--- src/rtl/cpu_types_pkg.sv ---
// Shared CPU datapath types: word/register widths, immediate extension and forwarding selects,
// plus the ID/EX latch record used by ex_operand_stage.
package cpu_types_pkg;

    localparam int unsigned WORD_W = 32;
    localparam int unsigned REG_W  = 5;

    typedef logic [WORD_W-1:0] word_t;
    typedef logic [REG_W-1:0]  regbits_t;

    typedef enum logic [1:0] {
        EXT_ZERO = 2'd0,
        EXT_SIGN = 2'd1,
        EXT_LUI  = 2'd2
    } ext_t;

    typedef enum logic [1:0] {
        FWD_NONE  = 2'd0,
        FWD_EXMEM = 2'd1,
        FWD_MEMWB = 2'd2
    } fwd_sel_t;

    typedef struct packed {
        regbits_t rs;
        regbits_t rt;
        regbits_t rd;
        word_t    rsData;
        word_t    rtData;
        word_t    imm;
        logic     alusrc;
        regbits_t aluop;
        logic     regwrite;
        logic     memread;
    } id_ex_t;

    // Unused encoding 3 falls back to zero extension.
    function automatic word_t extendImm(input logic [15:0] imm, input logic [1:0] ext);
        word_t result;
        case (ext)
            EXT_SIGN: result = {{16{imm[15]}}, imm};
            EXT_LUI:  result = {imm, 16'h0000};
            default:  result = {16'h0000, imm};
        endcase
        return result;
    endfunction

endpackage

--- src/rtl/forward_unit.sv ---
// Combinational operand forwarding for one source register: EX/MEM beats MEM/WB,
// register 0 is never forwarded.
module forward_unit
    import cpu_types_pkg::*;
#(
    parameter int unsigned DATA_W  = 32,
    parameter int unsigned RADDR_W = 5
) (
    input  logic [RADDR_W-1:0] srcAddr_i,
    input  logic [DATA_W-1:0]  regData_i,
    input  logic               exmemRegwrite_i,
    input  logic [RADDR_W-1:0] exmemRd_i,
    input  logic [DATA_W-1:0]  exmemResult_i,
    input  logic               memwbRegwrite_i,
    input  logic [RADDR_W-1:0] memwbRd_i,
    input  logic [DATA_W-1:0]  memwbResult_i,
    output fwd_sel_t           fwdSel_o,
    output logic [DATA_W-1:0]  fwdData_o
);

    always_comb begin
        fwdSel_o  = FWD_NONE;
        fwdData_o = regData_i;
        if (srcAddr_i != '0) begin
            if (exmemRegwrite_i && (exmemRd_i == srcAddr_i)) begin
                fwdSel_o  = FWD_EXMEM;
                fwdData_o = exmemResult_i;
            end else if (memwbRegwrite_i && (memwbRd_i == srcAddr_i)) begin
                fwdSel_o  = FWD_MEMWB;
                fwdData_o = memwbResult_i;
            end
        end
    end

endmodule

--- src/rtl/ex_operand_stage.sv ---
// ID/EX operand stage feeding the ALU: valid/ready latch, immediate extension, forwarding.
// Define LOAD_USE_STALL_EN to add load-use hazard detection and the stall_o output.
module ex_operand_stage
    import cpu_types_pkg::*;
#(
    parameter int unsigned DATA_W  = 32,
    parameter int unsigned RADDR_W = 5
) (
    input  logic               CLK,
    input  logic               RST,
    input  logic               flush,
    input  logic               dec_valid,
    output logic               dec_ready,
    input  logic [RADDR_W-1:0] dec_rs_addr,
    input  logic [RADDR_W-1:0] dec_rt_addr,
    input  logic [RADDR_W-1:0] dec_rd_addr,
    input  logic [DATA_W-1:0]  dec_rs_data,
    input  logic [DATA_W-1:0]  dec_rt_data,
    input  logic [15:0]        dec_imm,
    input  logic [1:0]         dec_ext,
    input  logic               dec_alusrc,
    input  logic [RADDR_W-1:0] dec_aluop,
    input  logic               dec_regwrite,
    input  logic               dec_memread,
    input  logic               exmem_regwrite,
    input  logic [RADDR_W-1:0] exmem_rd,
    input  logic [DATA_W-1:0]  exmem_result,
    input  logic               memwb_regwrite,
    input  logic [RADDR_W-1:0] memwb_rd,
    input  logic [DATA_W-1:0]  memwb_result,
    input  logic               ex_ready,
    output logic               ex_valid,
    output logic [DATA_W-1:0]  PortA,
    output logic [DATA_W-1:0]  PortB,
    output logic [RADDR_W-1:0] ALUOP,
    output logic [RADDR_W-1:0] ex_rd,
    output logic               ex_regwrite,
    output logic               ex_memread,
    output logic [DATA_W-1:0]  ex_store_data
`ifdef LOAD_USE_STALL_EN
    ,
    output logic               stall_o
`endif
);

    id_ex_t ex_q, ex_d;
    logic   exValid_q, exValid_d;
    logic   loadUseStall;
    logic   capture;

    fwd_sel_t          fwdSelA, fwdSelB;
    logic [DATA_W-1:0] fwdDataA, fwdDataB;
    logic              unusedFwdSel;

`ifdef LOAD_USE_STALL_EN
    // rt only matters when it is actually read as the second ALU operand.
    assign loadUseStall = exValid_q && ex_q.memread && (ex_q.rd != '0) &&
                          ((ex_q.rd == dec_rs_addr) || ((ex_q.rd == dec_rt_addr) && !dec_alusrc));
    assign stall_o      = loadUseStall;
`else
    assign loadUseStall = 1'b0;
`endif

    assign dec_ready = (!exValid_q || ex_ready) && !loadUseStall;
    assign capture   = dec_valid && dec_ready && !flush;

    always_comb begin
        exValid_d = exValid_q;
        ex_d      = ex_q;
        if (flush) begin
            exValid_d = 1'b0;
        end else if (capture) begin
            exValid_d   = 1'b1;
            ex_d.rs       = dec_rs_addr;
            ex_d.rt       = dec_rt_addr;
            ex_d.rd       = dec_rd_addr;
            ex_d.rsData   = dec_rs_data;
            ex_d.rtData   = dec_rt_data;
            ex_d.imm      = extendImm(dec_imm, dec_ext);
            ex_d.alusrc   = dec_alusrc;
            ex_d.aluop    = dec_aluop;
            ex_d.regwrite = dec_regwrite;
            ex_d.memread  = dec_memread;
        end else if (ex_ready) begin
            exValid_d = 1'b0;
        end
    end

    always_ff @(posedge CLK) begin
        if (RST) begin
            exValid_q <= 1'b0;
            ex_q      <= '0;
        end else begin
            exValid_q <= exValid_d;
            ex_q      <= ex_d;
        end
    end

    forward_unit #(
        .DATA_W  (DATA_W),
        .RADDR_W (RADDR_W)
    ) u_fwd_rs (
        .srcAddr_i       (ex_q.rs),
        .regData_i       (ex_q.rsData),
        .exmemRegwrite_i (exmem_regwrite),
        .exmemRd_i       (exmem_rd),
        .exmemResult_i   (exmem_result),
        .memwbRegwrite_i (memwb_regwrite),
        .memwbRd_i       (memwb_rd),
        .memwbResult_i   (memwb_result),
        .fwdSel_o        (fwdSelA),
        .fwdData_o       (fwdDataA)
    );

    forward_unit #(
        .DATA_W  (DATA_W),
        .RADDR_W (RADDR_W)
    ) u_fwd_rt (
        .srcAddr_i       (ex_q.rt),
        .regData_i       (ex_q.rtData),
        .exmemRegwrite_i (exmem_regwrite),
        .exmemRd_i       (exmem_rd),
        .exmemResult_i   (exmem_result),
        .memwbRegwrite_i (memwb_regwrite),
        .memwbRd_i       (memwb_rd),
        .memwbResult_i   (memwb_result),
        .fwdSel_o        (fwdSelB),
        .fwdData_o       (fwdDataB)
    );

    // Select codes are only observed in simulation.
    assign unusedFwdSel = ^{fwdSelA, fwdSelB};

    assign ex_valid      = exValid_q;
    assign PortA         = fwdDataA;
    assign PortB         = ex_q.alusrc ? ex_q.imm : fwdDataB;
    assign ALUOP         = ex_q.aluop;
    assign ex_store_data = fwdDataB;
    assign ex_rd         = exValid_q ? ex_q.rd : '0;
    assign ex_regwrite   = exValid_q && ex_q.regwrite;
    assign ex_memread    = exValid_q && ex_q.memread;

endmodule
--- config.mk ---
export PLATFORM = sky130hd
export DESIGN_NAME = ex_operand_stage
export DESIGN_NICKNAME = d
export VERILOG_FILES = /design/src/rtl/cpu_types_pkg.sv /design/src/rtl/forward_unit.sv /design/src/rtl/ex_operand_stage.sv
export SDC_FILE = /design/constraint.sdc
export NUM_CORES = 1
export LEC_CHECK = 0
export ABC_AREA = 1
export CORE_MARGIN = 1.5
export CORE_UTILIZATION = 43
export CTS_CLUSTER_DIAMETER = 150
export DETAILED_ROUTE_END_ITERATION = 7
export PLACE_DENSITY = 0.89
export SLEW_MARGIN = 5
export SYNTH_ARGS = -nofsm -noshare
export SYNTH_HDL_FRONTEND = slang
export SYNTH_SLANG_ARGS = --single-unit
--- constraint.sdc ---
create_clock -name CLK -period 2.3 [get_ports CLK]
set_input_delay 0.46 -clock CLK [delete_from_list [all_inputs] [get_ports CLK]]
set_output_delay 0.46 -clock CLK [all_outputs]
set_load 0.01 [all_outputs]
==> metrics.txt <==
area delta synth->final 88.7%; Yosys top cell by area dfxtp_1; Critical R2R Launch ex_q[115]; Area contributors post-synth dfxtp_1 (33%), nor2_1 (16%), nand2_1 (12%); Core Util, Final 82.9%; WL final between 30 and 40 mm; Antenna Nets Post-Route 0; failing checks setup timing; initial antenna violation count 0; Boundary Pins 296; most used cell along the critical path nand2_2; number of distinct library cells after synthesis 27; Max Freq 351 MHz; CP max stage cell dfxtp_4; pre-CTS setup slack -896 ps; CP max stage delay 380 ps; Post-route DRC 0; vias 10,600; Clock transition at path regs 60 ps; pin count of the biggest net entering global routing 55; RSZ-0062 raised after global routing yes; vias in the first global route 9,952; Synth top area share between 30% and 40%; CP Buf/Inv Count 4; Die Y 133 um; Seq cells post-synth 120; most frequent cells in the layout nor2_1 (231), clkdlybuf4s50_1 (187), nand2_1 (158), dfxtp_1 (109), o21ai_0 (89); Crit Reg-Reg Endpoint ex_q[115]; Pins Over Slew Limit 0; GRT overflow 0; CTS tree yes; Final Hold Fails 0; Detailed Routing Iterations Pass 1 6; share of layout cells above drive strength 1 37.5%; Clock Skews between 4 and 5 ps; Worst Path Required approximately 1800 ps; Netlist Area Pre-Place 7270 um^2; initial core utilization 44.0%; class of the worst hold path flip-flop to flip-flop; sequential-to-total area share from yosys stat about 33%; port bufs 295; CP Capture Type primary output; CTS Root Cell clkbuf_16; nets@finish 1,785; clock sink total 120; worst relative slew slack 67.2%; Worst path top cell family by delay simple AND/OR/NAND/NOR gates; Hold Buf Count CTS 0; WS Path Type flip-flop to primary output; Die X 133 um; Tot Pwr ~0.0074 W; YS warnings 0; static leakage 6.13 nW; min cycle time layout 2850 ps; commonest non-fill, non-tap cell in the layout nor2_1; pwr dens roughly 540 nW/um^2; final worst slack -547 ps; Reg2Reg Setup Slack 70 ps; setup TNS -40,350 ps; Crit path depth 13; Finished Cell Area 13,700 um^2; CTS buffer count 17; instance count of the mapped netlist 1,211; row count 47; worst r2r path cells 15; Net Count, Synth 1,399; ys async rst share 0%; Clock Latency Late Sink 430 ps; CP startpoint kind flip-flop; worst setup path startpoint ex_q[110]; worst vdd ir 0.570 mV; Post-DP HPWL 21.6 mm; status finished with violations; Post-Syn Area per Cell ~6 um^2; Initial DRC Count 1,239; worst-path fanout max 7; drt via density 5.77; final setup fails 96; Worst-Margin Slew just under 500 ps; Post-synth EDFFs 0; worst-path cell chain inv_2 -> nand2_1 -> nand2_2 -> nor2_4 -> nand3_4 -> buf_12 -> buf_6 -> nor2_2 -> nor2_1 -> nand2_2 -> nand3_2 -> nand2_2 -> buf_6; # Max-Cap Violations 0; GRT Resource Usage Total 39.3%; clock buffer depth 2; fin crit share 124%; first-pass GRT wire length 53.7 mm; placed instance area approximately 11,000 um^2; Worst setup endpoint PortB[29]; H-tree Lvls 4; ys flop type dfxtp_1; CP Data Arrival Time about 2400 ps; core area roughly 17,000 um^2; drt wl/cell between 20 and 25 um; Die ar. around 18,000 um^2; antenna cells 0; RD Place Congestion 0.946
## worst reg2reg max path: cells and delay by family (launching register included)
family          cells  cell delay, ps
flops               1             370
compound gates      1             120
buf+inv            14            1670
## layer usage
metal  GRT usage [%]  part of all wire [%]
met1            45.9                    36
met5               0                     0
met2            65.9                    47
met3            9.08                    10
met4            23.2                   6.8
## final cells by class
type,instances,area (um^2)
Inverter,99,394
Tap cell,220,275
Multi-Input combinational cell,903,5280
Clock buffer,20,467
Fill cell,994,2820
Timing Repair Buffer,456,4740
Clock inverter,12,115
Sequential cell,120,2440
## kinds of logic (layout without fill, tap and decap cells)
group,count (synthesis),in the layout,share of synthesized area (%)
compound gates,260,260,19.6
fa+ha+maj,2,2,0.344
buf+inv,188,587,11.3
flops,120,120,33.1
simple gates,641,641,35.7
## flip-flops by register name, indices dropped and copies added, names as in the netlist
signal / count
ex_q: 114
ALUOP: 5
ex_valid: 1
## where the power goes
group	internal [W]	total (W)	switching (W)	leakage, nW
clock network	0.00158	0.00268	0.00110	0.268
logic	0.00118	0.00246	0.00128	4.87
registers	0.00220	0.00228	0.0000818	0.992
total	0.00496	0.00742	0.00247	6.13
## synth_stat cells (13+ instances only)
cell type,instances
a21oi_1,89
nand3_1,54
o21ai_0,117
and2_1,30
o21ai_2,20
buf_2,36
dfxtp_1,120
a22oi_1,16
clkbuf_1,36
buf_4,13
nand2_1,233
inv_1,91
o21ai_1,15
nor2_1,313
## per-stage QoR
| stage | hold slack [ps] | std cells |
|---|---|---|
| floorplan | 430 | 1211 |
| global placement | 437 | 1706 |
| detailed placement | 444 | 1706 |
| CTS | 454 | 1820 |
| global route | 484 | 1830 |
| finish | 469 | 1830 |
## worst min path at each step
stage                        start       end  slack, ps  depth (start not counted)
after global routing      ex_q[21]  ex_q[21]        480                          2
after CTS                 ex_q[61]  ex_q[61]        450                          2
after global placement    ex_q[54]  ex_q[54]        440                          2
after floorplan           ex_q[40]  ex_q[40]        430                          2
final                     ex_q[18]  ex_q[18]        470                          2
after detailed placement  ex_q[52]  ex_q[52]        440                          2
## repair_timing
item,4_1_cts,5_1_grt
hold endpoints to repair,0,0
endpoints found under the setup margin,96,100
cloned,15,7
gates resized for setup,692,246
setup buffers,67,23
pin swaps,102,144
Power figures use the tool's default switching activity.
